### config.mk
export PLATFORM = sky130hd
export DESIGN_NAME = gpu_copyvc_stream_flat
export DESIGN_NICKNAME = d
export VERILOG_FILES = /design/src/rtl/gpu_copyvc_stream_if.sv /design/src/rtl/gpu_copyvc_stream.sv /design/src/flat_wrapper.sv
export SDC_FILE = /design/constraint.sdc
export NUM_CORES = 1
export LEC_CHECK = 0
export CORE_UTILIZATION = 61
export DETAILED_ROUTE_END_ITERATION = 8
export PLACE_DENSITY = 0.91
export SYNTH_ARGS = -nofsm -noshare
export SYNTH_HDL_FRONTEND = slang
export SYNTH_SLANG_ARGS = --single-unit
export TNS_END_PERCENT = 20
### constraint.sdc
create_clock -name i_clk -period 7.78 [get_ports i_clk]
set_input_delay 1.556 -clock i_clk [delete_from_list [all_inputs] [get_ports i_clk]]
set_output_delay 1.556 -clock i_clk [all_outputs]
set_load 0.02 [all_outputs]
### src/rtl/gpu_copyvc_stream_if.sv
// gpu_copyvc_stream_if: CPU-side and DDR-side signal bundle of the VRAM->CPU copy engine.
// master = copy engine (drives o_*), slave = CPU/DDR environment (drives i_* and Reg*).
// Optional o_stallCnt is present only when GPU_COPYVC_PERFCNT_EN is defined.
interface gpu_copyvc_stream_if #(
    parameter int PIX_PER_WORD = 2
);
    localparam int OUT_W = 16 * PIX_PER_WORD;

    // start command
    logic                 i_activate;
    logic [11:0]          RegX0;
    logic [11:0]          RegY0;
    logic [10:0]          RegSizeW;
    logic [9:0]           RegSizeH;
    // CPU read port
    logic                 i_popPixelPair;
    logic                 o_validOut;
    logic [OUT_W-1:0]     o_dataOut;
    logic                 o_exitSig;
    logic                 o_active;
    // DDR read port
    logic                 o_command;
    logic                 i_busy;
    logic [1:0]           o_commandSize;
    logic                 o_write;
    logic [14:0]          o_adr;
    logic [2:0]           o_subadr;
    logic [255:0]         i_dataIn;
    logic                 i_dataInValid;
`ifdef GPU_COPYVC_PERFCNT_EN
    logic [15:0]          o_stallCnt;
`endif

    modport master (
`ifdef GPU_COPYVC_PERFCNT_EN
        output o_stallCnt,
`endif
        input  i_activate, RegX0, RegY0, RegSizeW, RegSizeH,
        input  i_popPixelPair, i_busy, i_dataIn, i_dataInValid,
        output o_validOut, o_dataOut, o_exitSig, o_active,
        output o_command, o_commandSize, o_write, o_adr, o_subadr
    );

    modport slave (
`ifdef GPU_COPYVC_PERFCNT_EN
        input  o_stallCnt,
`endif
        output i_activate, RegX0, RegY0, RegSizeW, RegSizeH,
        output i_popPixelPair, i_busy, i_dataIn, i_dataInValid,
        input  o_validOut, o_dataOut, o_exitSig, o_active,
        input  o_command, o_commandSize, o_write, o_adr, o_subadr
    );
endinterface

### src/rtl/gpu_copyvc_stream.sv
// gpu_copyvc_stream: VRAM->CPU rectangle copy; 32-byte DDR reads unpacked row-major, PIX_PER_WORD pixels per FIFO word.
// Latency: one read outstanding; request -> data -> one pixel per cycle into packer; output word visible the cycle after push.
// Backpressure: reads issued only with room for a full line in the FIFO; i_busy holds the request; CPU pops at will.
// Ports: i_clk, i_rst (sync, active high), bus (gpu_copyvc_stream_if.master: start regs, CPU pop port, DDR read port).
// Optional: define GPU_COPYVC_PERFCNT_EN to add o_stallCnt (saturating count of blocked request cycles).
module gpu_copyvc_stream #(
    parameter int PIX_PER_WORD = 2,
    parameter int FIFO_DEPTH   = 16
) (
    input  logic                i_clk,
    input  logic                i_rst,
    gpu_copyvc_stream_if.master bus
);
    localparam int OUT_W      = 16 * PIX_PER_WORD;
    localparam int PW         = $clog2(PIX_PER_WORD);
    localparam int AW         = $clog2(FIFO_DEPTH);
    localparam int LINE_WORDS = 16 / PIX_PER_WORD;

    typedef enum logic [2:0] {S_IDLE, S_REQ, S_WAIT, S_DRAIN, S_PAD, S_DONE} state_t;

    state_t             state;
    logic [9:0]         x0;
    logic [8:0]         y0;
    logic [9:0]         w_m1;       // effective width - 1
    logic [8:0]         h_m1;       // effective height - 1
    logic [10:0]        col;
    logic [9:0]         row;
    logic [255:0]       line;
    logic [PW-1:0]      pk_cnt;
    logic [OUT_W-1:0]   pk_dat;

    logic [OUT_W-1:0]   mem [FIFO_DEPTH];
    logic [AW-1:0]      wr_ptr;
    logic [AW-1:0]      rd_ptr;
    logic [AW:0]        fcnt;

    logic [9:0]         cur_x;
    logic [8:0]         cur_y;
    logic [15:0]        pix;
    logic [OUT_W-1:0]   pk_nxt;
    logic               pk_full;
    logic               last_col;
    logic               last_row;
    logic               free_ok;
    logic               cmd_ok;
    logic               req_acc;
    logic               fifo_full;
    logic               push_vld;
    logic [OUT_W-1:0]   push_dat;
    logic               pop;
    logic               unused_bits;

    // Register bits above the VRAM coordinate range do not participate.
    assign unused_bits = ^{bus.RegX0[11:10], bus.RegY0[11:9], bus.RegSizeW[10], bus.RegSizeH[9]};

    // Coordinates wrap naturally through the 10/9-bit adders.
    assign cur_x    = x0 + col[9:0];
    assign cur_y    = y0 + row[8:0];
    assign pix      = line[{cur_x[3:0], 4'd0} +: 16];
    assign pk_nxt   = pk_dat | (OUT_W'(pix) << {pk_cnt, 4'd0});
    assign pk_full  = (pk_cnt == PW'(PIX_PER_WORD - 1));
    assign last_col = (col == {1'b0, w_m1});
    assign last_row = (row == {1'b0, h_m1});

    assign fifo_full = (fcnt == (AW+1)'(FIFO_DEPTH));
    assign free_ok   = (fcnt <= (AW+1)'(FIFO_DEPTH - LINE_WORDS));
    assign cmd_ok    = (state == S_REQ) && free_ok;
    assign req_acc   = cmd_ok && !bus.i_busy;
    assign pop       = bus.i_popPixelPair && (fcnt != '0);

    always_comb begin
        push_vld = 1'b0;
        push_dat = pk_nxt;
        if (state == S_DRAIN && pk_full) begin
            push_vld = 1'b1;
        end else if (state == S_PAD && !fifo_full) begin
            push_vld = 1'b1;
            push_dat = pk_dat;
        end
    end

    always_ff @(posedge i_clk) begin
        if (i_rst) begin
            wr_ptr <= '0;
            rd_ptr <= '0;
            fcnt   <= '0;
        end else begin
            if (push_vld) begin
                mem[wr_ptr] <= push_dat;
                wr_ptr      <= wr_ptr + AW'(1);
            end
            if (pop) begin
                rd_ptr <= rd_ptr + AW'(1);
            end
            fcnt <= fcnt + (AW+1)'(push_vld) - (AW+1)'(pop);
        end
    end

    always_ff @(posedge i_clk) begin
        if (i_rst) begin
            state  <= S_IDLE;
            x0     <= '0;
            y0     <= '0;
            w_m1   <= '0;
            h_m1   <= '0;
            col    <= '0;
            row    <= '0;
            line   <= '0;
            pk_cnt <= '0;
            pk_dat <= '0;
        end else begin
            case (state)
                S_IDLE: begin
                    if (bus.i_activate) begin
                        x0     <= bus.RegX0[9:0];
                        y0     <= bus.RegY0[8:0];
                        // 0 wraps to all-ones, i.e. full 1024 / 512
                        w_m1   <= bus.RegSizeW[9:0] - 10'd1;
                        h_m1   <= bus.RegSizeH[8:0] - 9'd1;
                        col    <= '0;
                        row    <= '0;
                        pk_cnt <= '0;
                        pk_dat <= '0;
                        state  <= S_REQ;
                    end
                end
                S_REQ: begin
                    if (req_acc) begin
                        state <= S_WAIT;
                    end
                end
                S_WAIT: begin
                    if (bus.i_dataInValid) begin
                        line  <= bus.i_dataIn;
                        state <= S_DRAIN;
                    end
                end
                S_DRAIN: begin
                    // Rows run straight on in the packer; no per-row alignment.
                    if (pk_full) begin
                        pk_cnt <= '0;
                        pk_dat <= '0;
                    end else begin
                        pk_cnt <= pk_cnt + PW'(1);
                        pk_dat <= pk_nxt;
                    end
                    if (last_col) begin
                        col <= '0;
                        row <= row + 10'd1;
                        if (last_row) begin
                            state <= pk_full ? S_DONE : S_PAD;
                        end else begin
                            state <= S_REQ;
                        end
                    end else begin
                        col <= col + 11'd1;
                        if (cur_x[3:0] == 4'hF) begin
                            state <= S_REQ;
                        end
                    end
                end
                S_PAD: begin
                    // A straddling final line can yield one word beyond the
                    // line reservation, so the pad word waits for a free slot.
                    if (!fifo_full) begin
                        pk_cnt <= '0;
                        pk_dat <= '0;
                        state  <= S_DONE;
                    end
                end
                S_DONE: begin
                    state <= S_IDLE;
                end
                default: begin
                    state <= S_IDLE;
                end
            endcase
        end
    end

`ifdef GPU_COPYVC_PERFCNT_EN
    logic [15:0] stall_cnt;

    always_ff @(posedge i_clk) begin
        if (i_rst) begin
            stall_cnt <= '0;
        end else if (state == S_IDLE && bus.i_activate) begin
            stall_cnt <= '0;
        end else if (state == S_REQ && !req_acc && stall_cnt != 16'hFFFF) begin
            stall_cnt <= stall_cnt + 16'd1;
        end
    end

    assign bus.o_stallCnt = stall_cnt;
`endif

    // All outputs decode registered state only.
    assign bus.o_validOut    = (fcnt != '0);
    assign bus.o_dataOut     = (fcnt != '0) ? mem[rd_ptr] : '0;
    assign bus.o_exitSig     = (state == S_DONE);
    assign bus.o_active      = (state != S_IDLE);
    assign bus.o_command     = cmd_ok;
    assign bus.o_commandSize = 2'd1;
    assign bus.o_write       = 1'b0;
    assign bus.o_adr         = {cur_y, cur_x[9:4]};
    assign bus.o_subadr      = 3'd0;
endmodule
### src/flat_wrapper.sv
// flat-port wrapper written by rule: the top's interface ports become plain ports
module gpu_copyvc_stream_flat 
#(
    parameter int PIX_PER_WORD = 2,
    parameter int FIFO_DEPTH   = 16
)
  (i_clk, i_rst, bus_i_activate, bus_RegX0, bus_RegY0, bus_RegSizeW, bus_RegSizeH, bus_i_popPixelPair, bus_i_busy, bus_i_dataIn, bus_i_dataInValid, bus_o_validOut, bus_o_dataOut, bus_o_exitSig, bus_o_active, bus_o_command, bus_o_commandSize, bus_o_write, bus_o_adr, bus_o_subadr);
  gpu_copyvc_stream_if #(.PIX_PER_WORD(PIX_PER_WORD)) bus_i ();
  input  logic i_clk;
  input  logic i_rst;
  input wire logic [$bits(bus_i.i_activate)-1:0] bus_i_activate;
  input wire logic [$bits(bus_i.RegX0)-1:0] bus_RegX0;
  input wire logic [$bits(bus_i.RegY0)-1:0] bus_RegY0;
  input wire logic [$bits(bus_i.RegSizeW)-1:0] bus_RegSizeW;
  input wire logic [$bits(bus_i.RegSizeH)-1:0] bus_RegSizeH;
  input wire logic [$bits(bus_i.i_popPixelPair)-1:0] bus_i_popPixelPair;
  input wire logic [$bits(bus_i.i_busy)-1:0] bus_i_busy;
  input wire logic [$bits(bus_i.i_dataIn)-1:0] bus_i_dataIn;
  input wire logic [$bits(bus_i.i_dataInValid)-1:0] bus_i_dataInValid;
  output wire logic [$bits(bus_i.o_validOut)-1:0] bus_o_validOut;
  output wire logic [$bits(bus_i.o_dataOut)-1:0] bus_o_dataOut;
  output wire logic [$bits(bus_i.o_exitSig)-1:0] bus_o_exitSig;
  output wire logic [$bits(bus_i.o_active)-1:0] bus_o_active;
  output wire logic [$bits(bus_i.o_command)-1:0] bus_o_command;
  output wire logic [$bits(bus_i.o_commandSize)-1:0] bus_o_commandSize;
  output wire logic [$bits(bus_i.o_write)-1:0] bus_o_write;
  output wire logic [$bits(bus_i.o_adr)-1:0] bus_o_adr;
  output wire logic [$bits(bus_i.o_subadr)-1:0] bus_o_subadr;
  assign bus_i.i_activate = bus_i_activate;
  assign bus_i.RegX0 = bus_RegX0;
  assign bus_i.RegY0 = bus_RegY0;
  assign bus_i.RegSizeW = bus_RegSizeW;
  assign bus_i.RegSizeH = bus_RegSizeH;
  assign bus_i.i_popPixelPair = bus_i_popPixelPair;
  assign bus_i.i_busy = bus_i_busy;
  assign bus_i.i_dataIn = bus_i_dataIn;
  assign bus_i.i_dataInValid = bus_i_dataInValid;
  assign bus_o_validOut = bus_i.o_validOut;
  assign bus_o_dataOut = bus_i.o_dataOut;
  assign bus_o_exitSig = bus_i.o_exitSig;
  assign bus_o_active = bus_i.o_active;
  assign bus_o_command = bus_i.o_command;
  assign bus_o_commandSize = bus_i.o_commandSize;
  assign bus_o_write = bus_i.o_write;
  assign bus_o_adr = bus_i.o_adr;
  assign bus_o_subadr = bus_i.o_subadr;
  gpu_copyvc_stream #(.PIX_PER_WORD(PIX_PER_WORD), .FIFO_DEPTH(FIFO_DEPTH)) u_core (.i_clk(i_clk), .i_rst(i_rst), .bus(bus_i));
endmodule
Yosys cells after proc, flatten, opt, wreduce, memory -nomap -nowiden
Memories as Yosys holds them, arrays and structs flattened. A register that Yosys moved wholly into a read port is not among the register bits.
Index checks and enable logic that the tools add are counted.
{"block": "classes", "add_sub_neg": 11, "magnitude_cmp": 1, "n_shift": 2, "eq_ne": 15, "bitwise": 1, "n_mux": 33, "reduce_logical": 18}
{"op": "$shiftx 256x9->16", "n": 1}
{"op": "$mux 32", "n": 6}
{"op": "$pmux 32 s3", "n": 1}
{"op": "$or 32x32->32", "n": 1}
{"op": "$shl 16x5->32", "n": 1}
{"op": "$mux 11", "n": 2}
{"op": "$pmux 11 s2", "n": 1}
{"op": "$mux 3", "n": 7}
{"op": "$mux 10", "n": 2}
{"op": "$pmux 10 s2", "n": 1}
{"op": "$pmux 3 s5", "n": 1}
{"op": "$add 11x1->11 const B", "n": 1}
{"op": "$eq 11x10->1", "n": 1}
{"op": "$add 10x1->10 const B", "n": 1}
{"op": "$add 10x10->10", "n": 1}
{"op": "$eq 10x9->1", "n": 1}
{"op": "$sub 10x1->10 const B", "n": 1}
{"op": "$add 9x9->9", "n": 1}
{"op": "$mux 1", "n": 9}
{"op": "$sub 9x1->9 const B", "n": 1}
{"op": "$add 4x1->4 const B", "n": 2}
{"op": "$mux 4", "n": 2}
{"op": "$eq 3x2->1 const B", "n": 2}
{"op": "$eq 3x3->1 const B", "n": 2}
{"op": "other kinds (20)", "n": 32}
{"block": "totals", "memories": 1, "in_bits": 307, "out_inout_bits": 57, "regBits": 364, "word_cells": 95, "ramBits": 512}
{"name": "u_core.mem", "words": 16, "width": 32, "rd": 1, "rd_ports_with_merged_regs": 1, "wr": 1, "line": "gpu_copyvc_stream.sv:32", "rtl": "logic [OUT_W-1:0] mem [FIFO_DEPTH];"}

Logic depth before layout (Yosys ltp)
Gate-level depths: netlist (run 1).
{"block": "logic_depth", "word_depth": 8, "mapped_depth": 13, "ltp_nobuf": 13}

Worst setup path after synthesis (run 1)
OpenSTA, ideal clock, no wires.
{"block": "synth_timing", "path_kind": "input port to flip-flop", "from": "in i_rst", "to": "mem u_core.mem[1][0] (netlist bit), enable pin", "arrival_time_ps": 3465, "path_stages": 4, "path_buffers": 2, "slack_ps": 3894, "setup_time_ps": 421, "required_time_ps": 7359, "path_cell_list": "clkbuf_1 clkbuf_1 nand2b_1 nor2_1"}
{"block": "synth_between", "elab_chain_cells": 2}
{"element": "start: declaration", "line": "flat_wrapper.sv:10", "rtl": "input logic i_rst;"}
{"element": "$mux 1", "line": "gpu_copyvc_stream.sv:83", "rtl": "if (i_rst) begin"}
{"element": "$mux 1 (implied by the code)", "line": "gpu_copyvc_stream.sv:89", "rtl": "mem[wr_ptr] <= push_dat;"}
{"element": "end: declaration", "line": "gpu_copyvc_stream.sv:32"}
Every way passes these cells.

==> summary.md, run 1 <==
| Metric | Value |
|---|---|
| Starting DRT DRC Count | roughly 3000 |
| FFs w/ async S/R, synth | 0% |
| Post-layout instance area | around 43000 µm² |
| CP top delay family | multiplexers |
| Clock Skews | 0.0238 ns |
| Worst-Skew Late Latency | approximately 0.65 ns |
| Synth Instances | 2762 |
| DR WL/cell | between 20 and 30 µm |
| Max-cap violation count | 0 |
| Critical path, cell by cell | buf_12, mux4_2, mux4_2, and2_1, clkdlybuf4s50_1 |
| Clock Path Buffers | 3 |
| Leak | 13.8 nW |
| Die X | approximately 240 µm |
| VDD IR max | 0.200 mV |
| Synth top area share | ~43% |
| Setup CP Type | reg -> out |
| CTS H-Tree Depth | 3 |
| Largest cells by area after synthesis | edfxtp_1 43%, dfxtp_1 21%, mux4_2 14%, nand2_1 7.1%, a21oi_1 4.1% |
| Filler instances | ~3500 |
| Worst setup EP type | output pin |
| GR Overflow Total | 0 |
| Via Count | 24800 |
| Slew @ Worst Pin | 1.33 ns |
| Area growth from synthesis to final layout | 18.9% |
| Final Hold Fails | 0 |
| Post-route antenna net violation count | 0 |
| CTS tree | built |
| Final worst path period need | between 5 and 6 ns |
| HP Start | u_core.line[104] |
| Final WL | a little over 100000 µm |
| WHS Endpoint | u_core.line[104] |
| Placed inst area | between 40000 and 50000 µm² |
| Global placement routability congestion | slightly above 0.9 |
| Main flop type after synthesis | edfxtp_1 |
| RSZ-0062 raised after global routing | no |
| Multi-input gate area | between 10000 and 15000 µm² |
| Largest area contributor in the netlist | edfxtp_1 |
| Detailed-route DRC error count | 0 |
| Most used cell, CP | mux4_2 |
| Mapped Area | 35900 µm² |
| Status | finished clean |
| Critical path fanouts, max | 92 |
| Crit start category | flip-flop |
| Clock Tree Root | clkbuf_16 |
| PD cells | around 290 nW/µm² |
| WP data required | roughly 6.2 ns |
| Count leader, synth | nand2_1 |
| Setup_tns | 0 ns |
| Die H | between 200 and 250 µm |
| Depth of the worst register-to-register path | 8 |
| Slew headroom | 11.2% |
| Num ports | between 300 and 400 |
| Vias in the first global route | between 20000 and 30000 |
| Sequential area share after synthesis | a little under two thirds |
| Final period utilization | between 70% and 80% |
| Setup slack, reg-to-reg | 2.72 ns |
| Clk pin slew, worst setup/hold paths | ~0.060 ns |
| Hpwl dp | 61600 µm |
| R2R Path End | u_core.mem[0][1] |
| Max stage delay on crit path | 0.84 ns |
| Core ar. | around 58000 µm² |
| First-pass GRT wire length | between 150000 and 200000 µm |
| Antenna violations before repair | 14 |
| EDFF count, synth | between 500 and 600 |
| Largest net degree at the start of global routing | about 250 |
| Layout Nets | between 3000 and 4000 |
| Avg Vias per Cell | roughly 6.4 |
| CTS Hold Buffers Added | 0 |
| Setup-failing EPs final | 0 |
| WP data arrival | 4.17 ns |
| Die Area | 59800 µm² |
| Max-slew violations | 0 |
| Cell variety after synth | 57 |
| Synth Register Bits | around 900 |
| TritonCTS Buffers | 85 |
| Warning count from the yosys run | 0 |
| Drt pass-1 iters | 6 |
| Reg area | 22800 µm² |
| Post-synth top cells | 675 x nand2_1, 512 x edfxtp_1, 368 x dfxtp_1, 297 x a21oi_1, 224 x mux4_2 |
| CTS resizes | 0 |
| Initial cell density of the core | 62.0% |
| GRT Total Usage | between 30% and 40% |
| Slowest CP cell | dfxtp_4 |
| Hold Path Stages | 2 |
| Hold Path Class | reg -> reg |
| Final hold slack | around 0.45 ns |
| Fmax | 175 MHz |
| CTS sink count | a little under 900 |
| RR Startpoint | u_core.col[0] |
| Post-CTS Repair Setup Buffers | 0 |
| Synthesized area per cell | roughly 13 µm² |
| Core Rows | between 80 and 90 |
| Port Buffers | 350 |
| Worst path bufs/invs | 2 |
| Layout cells sized above 1 | 13.1% |
-- cells by family (layout without fill, tap and decap cells) --
logic type	Yosys count	after routing	synth area share (%)
adders and majority gates	37	37	1.35
buffers and inverters	204	557	2.32
xor gates and xnor gates	66	66	1.61
DFF	880	880	63.3
AOI/OAI and AO/OA	430	430	6.61
muxes	227	227	14.1
other	2	11	0.0209
and+or+nand+nor	916	916	10.6
-- worst max-delay path by stage --
stage / from / to / cells past startpoint
global placement: flip-flop / bus_o_dataOut[30] / 5
floorplan: i_rst / u_core.mem[1][0] / 4
finish: flip-flop / bus_o_dataOut[14] / 5
detailed placement: flip-flop / bus_o_dataOut[14] / 5
CTS: flip-flop / bus_o_dataOut[14] / 5
global route: flip-flop / bus_o_dataOut[14] / 5
-- cell type report --
cell class | count | share of cell area (%)
multi-input cells | 1682 | 29.2
repair buffers | 381 | 8.88
flip-flops and latches | 880 | 53.3
well taps | 765 | 2.24
inverters | 19 | 0.167
clock inverters | 46 | 0.994
clock buffers | 111 | 5.23
diodes | 5 | 0.0293
-- power breakdown --
group / switching [W] / internal (W)
Combinational: 0.00159 / 0.00127
Sequential: 0.000212 / 0.00523
Clock: 0.00182 / 0.00221
Total: 0.00362 / 0.00872
-- registers in the layout (all words and copies together) (netlist names), 3 cells and up, named ones only --
| register | flops |
|---|---|
| u_core.rd_ptr | 4 |
| u_core.state | 3 |
| u_core.h_m1 | 9 |
| u_core.y0 | 9 |
| u_core.line | 256 |
| u_core.pk_dat | 32 |
| u_core.fcnt | 5 |
| u_core.x0 | 10 |
| u_core.row | 10 |
| u_core.wr_ptr | 4 |
| u_core.mem | 512 |
| u_core.col | 11 |
| u_core.w_m1 | 10 |
-- per-stage QoR --
step	instances	worst slack [ns]	power (W)	utilization (%)
final	3889	2.06	0.0123	73.7
after floorplan	2766	3.89	0.00734	-
after detailed placement	3727	2.65	0.00834	69.1
after global routing	3886	1.82	0.0127	73.7
after CTS	3884	1.99	0.0123	73.7
after global placement	3727	2.80	0.00822	69.1
-- cells in the final DEF, fill, tap and decap left out, types with 6 or more instances in the layout --
master           instances
a211oi_1                19
a21o_1                   6
a21oi_1                297
and2_1                  50
and3_1                  10
buf_4                   27
clkbuf_1                25
clkbuf_16               85
clkdlybuf4s50_1        349
clkinv_1                13
clkinv_2                12
clkinvlp_4               6
conb_1                   6
dfxtp_1                364
edfxtp_1               512
ha_1                    33
inv_1                   19
mux4_2                 224
nand2_1                675
nand2b_1                 6
nand3_1                 28
nor2_1                  68
nor2_2                  18
nor3_1                  19
nor4_1                   9
o21ai_0                 51
o21bai_1                32
or3_1                    7
xnor2_1                 31
xor2_1                  32
-- worst min-delay path: cells and delay by family (launching register included) --
kind | cells | cell delay (ns)
and+or+nand+nor | 1 | 0.05
DFF | 1 | 0.30
AOI/OAI and AO/OA | 1 | 0.05
-- layer usage --
| metal | global-route usage, % | part of all wire, % | wire [µm] |
|---|---|---|---|
| met1 | 40.2 | 34 | 34800 |
| met2 | 58.7 | 51 | 51900 |
| met3 | 7.58 | 9.8 | 9990 |
| met4 | 17.6 | 5.2 | 5290 |
| met5 | 0 | 0.14 | 143 |
Note: power is estimated with default switching activity, not from simulation.
==> run 2: changes to the inputs <==
--- a/config.mk
+++ b/config.mk
@@ -5,9 +5,9 @@
 export SDC_FILE = /design/constraint.sdc
 export NUM_CORES = 1
 export LEC_CHECK = 0
-export CORE_UTILIZATION = 61
+export CORE_UTILIZATION = 57
 export DETAILED_ROUTE_END_ITERATION = 8
-export PLACE_DENSITY = 0.91
+export PLACE_DENSITY = 0.86
 export SYNTH_ARGS = -nofsm -noshare
 export SYNTH_HDL_FRONTEND = slang
 export SYNTH_SLANG_ARGS = --single-unit
==> constraint.sdc (replaced) <==
create_clock -name i_clk -period 5.7 [get_ports i_clk]
set_input_delay 1.14 -clock i_clk [delete_from_list [all_inputs] [get_ports i_clk]]
set_output_delay 1.14 -clock i_clk [all_outputs]
set_load 0.02 [all_outputs]
==> run 2 against run 1 <==
Die area increased by 7.0%. Hold slack lost 0.0061 ns. Total power is 37% higher. Final cell count up 2.2%. Clock power grew 36%. Largest cell class unchanged. Worst setup slack worse by 1.1 ns. Critical path type unchanged. Clock skew is 0.0046 ns higher. Register-to-register slack got worse by 1.7 ns. Critical endpoint is now bus_o_dataOut[24]. Non-clock buffer count grew 15. Sequential power up 36%.
==> summary.md, run 2 (same netlist as run 1, synthesis figures left out) <==
| Metric | Value |
|---|---|
| Status | finished clean |
| CTS sink count | 880 (unchanged) |
| Leak | 13.9 nW (+0.76%) |
| TritonCTS Buffers | 85 (unchanged) |
| Final hold slack | 0.446 ns (-0.00612 ns) |
| Setup-failing EPs final | 0 (unchanged) |
| Vias in the first global route | 24700 (-1.7%) |
| VDD IR max | 0.255 mV (+27%) |
| Hpwl dp | 61900 µm (+0.55%) |
| Global placement routability congestion | 0.936 (+2.3%) |
| Port Buffers | 350 (unchanged) |
| Num ports | 364 (unchanged) |
| First-pass GRT wire length | 148000 µm (-2.1%) |
| Die Area | 64000 µm² (+7.0%) |
| RSZ-0062 raised after global routing | no |
| GRT Total Usage | 31.4% (-2.7 points) |
| Clock Skews | 0.0284 ns (+0.00463 ns) |
| Via Count | 24500 (-1.3%) |
| Crit start category | flip-flop |
| Final worst path period need | roughly 4.8 ns |
| Avg Vias per Cell | 6.16 (-3.4%) |
| WP data required | 4.56 ns (-1.66 ns) |
| Largest net degree at the start of global routing | 222 (-9.4%) |
| Max-cap violation count | 0 (unchanged) |
| Drt pass-1 iters | 6 (unchanged) |
| Starting DRT DRC Count | 2915 (-1.3%) |
| Core ar. | 61900 µm² (+6.9%) |
| Slew headroom | 10.7% (-0.54 points) |
| Setup_tns | 0 ns (unchanged) |
| Max reg flops | 512 (unchanged) |
| Core Rows | 91 (+3.4%) |
| Detailed-route DRC error count | 0 (unchanged) |
| Layout cells sized above 1 | 13.6% (+0.55 points) |
| Clk pin slew, worst setup/hold paths | 0.06 ns (about the same) |
| RR Startpoint | u_core.col[0] |
| Core Util, Final | 69.4% (-4.3 points) |
| Slew @ Worst Pin | 1.33 ns (-0.00314 ns) |
| Worst-Skew Late Latency | 0.64 ns (about the same) |
| Clock Path Buffers | 3 (unchanged) |
| CTS resizes | 0 (unchanged) |
| Initial cell density of the core | 58.0% (-4.0 points) |
| Post-layout instance area | 43000 µm² (+0.74%) |
| HP Start | u_core.pk_dat[10] |
| DR WL/cell | 25.1 µm (-4.4%) |
| Critical path fanouts, max | 42 (-54%) |
| Post-CTS Repair Setup Buffers | 0 (unchanged) |
| Final Hold Fails | 0 (unchanged) |
| Most frequent cells in the layout | 675 x nand2_1, 512 x edfxtp_1, 364 x dfxtp_1, 349 x clkdlybuf4s50_1, 297 x a21oi_1 |
| PD cells | 392 nW/µm² (+36%) |
| CTS tree | built |
| CTS Hold Buffers Added | 0 (unchanged) |
| Clock Tree Root | clkbuf_16 |
| Fmax | 211 MHz |
| Post-route antenna net violation count | 0 (unchanged) |
| CTS H-Tree Depth | 3 (unchanged) |
| Largest registers | u_core.mem: 512 flops, u_core.line: 256 flops, u_core.pk_dat: 32 flops |
| Die X | 253 µm (+3.4%) |
| GR Overflow Total | 0 (unchanged) |
| Final WL | 99700 µm (-2.3%) |
| Most common cell after layout, fill and taps aside | nand2_1 |
| Antenna violations before repair | 12 (-2) |
| Worst setup EP type | output pin |
| Hold Path Class | reg -> reg |
| Layout Nets | 3408 (+0.44%) |
| Reg with most FFs | u_core.mem |
| Die H | 253 µm (+3.4%) |
| Area growth from synthesis to final layout | 19.8% |
| Max-slew violations | 0 (unchanged) |
| Placed inst area | 40300 µm² (+0.67%) |
| Setup CP Type | reg -> out |
| WP data arrival | 3.61 ns (-0.56 ns) |
| Final period utilization | between 80% and 90% |
==> run 2: cell types whose count changed in the layout (fill, tap and decap cells not counted), sizes merged <==
| cell | delta |
|---|---|
| buf | +15 |
| bufinv | -3 |
| clkbuf | +12 |
| clkinv | -4 |
| clkinvlp | -5 |
| diode | +1 |
| inv | -2 |
==> run 2: power breakdown <==
part           internal [W]  total (W)  switching [W]
clock network       0.00311    0.00549        0.00238
logic               0.00179    0.00400        0.00221
registers           0.00714    0.00739       0.000252
==> run 2: layout make-up <==
class / instances / area [µm²]
diodes: 6 / 15.0
inverters: 19 / 71.3
clock inverters: 32 / 235
well taps: 837 / 1050
multi-input cells: 1682 / 12400
repair buffers: 396 / 3970
flip-flops and latches: 880 / 22800
clock buffers: 123 / 2470
fillers: 3981 / 18900
==> run 2: path summary, 6_finish.rpt <==
check                           cells past startpoint  slack, ns                end
worst min-delay path                                2       0.45  u_core.pk_dat[10]
worst max register to register                      9       1.04  u_core.mem[2][30]
worst min register to register                      2       0.45  u_core.pk_dat[10]
worst max-delay path                                5       0.95  bus_o_dataOut[24]
==> run 2: layer usage <==
metal	up-vias	GRT usage [%]	wire length, µm
li1	10600	-	-
met2	1505	53.7	50300
met3	284	6.08	9230
met4	12	14.0	4690
met5	-	0	70
met1	12100	38.8	35400
==> run 2: critical path: stages (launching register included) <==
cell             delay [ns]
dfxtp_4                0.77
buf_4                  0.51
mux4_2                 0.39
mux4_2                 0.54
and2_1                 0.18
clkdlybuf4s50_1        0.54
==> run 2: through the flow <==
stage	setup slack, ns	instances	power (W)
2_1_floorplan	2.23	2766	0.0100
3_3_place_gp	1.49	3814	0.0113
3_5_place_dp	1.35	3814	0.0115
4_1_cts	0.901	3969	0.0169
5_1_grt	0.800	3974	0.0174
6_report	0.950	3975	0.0169
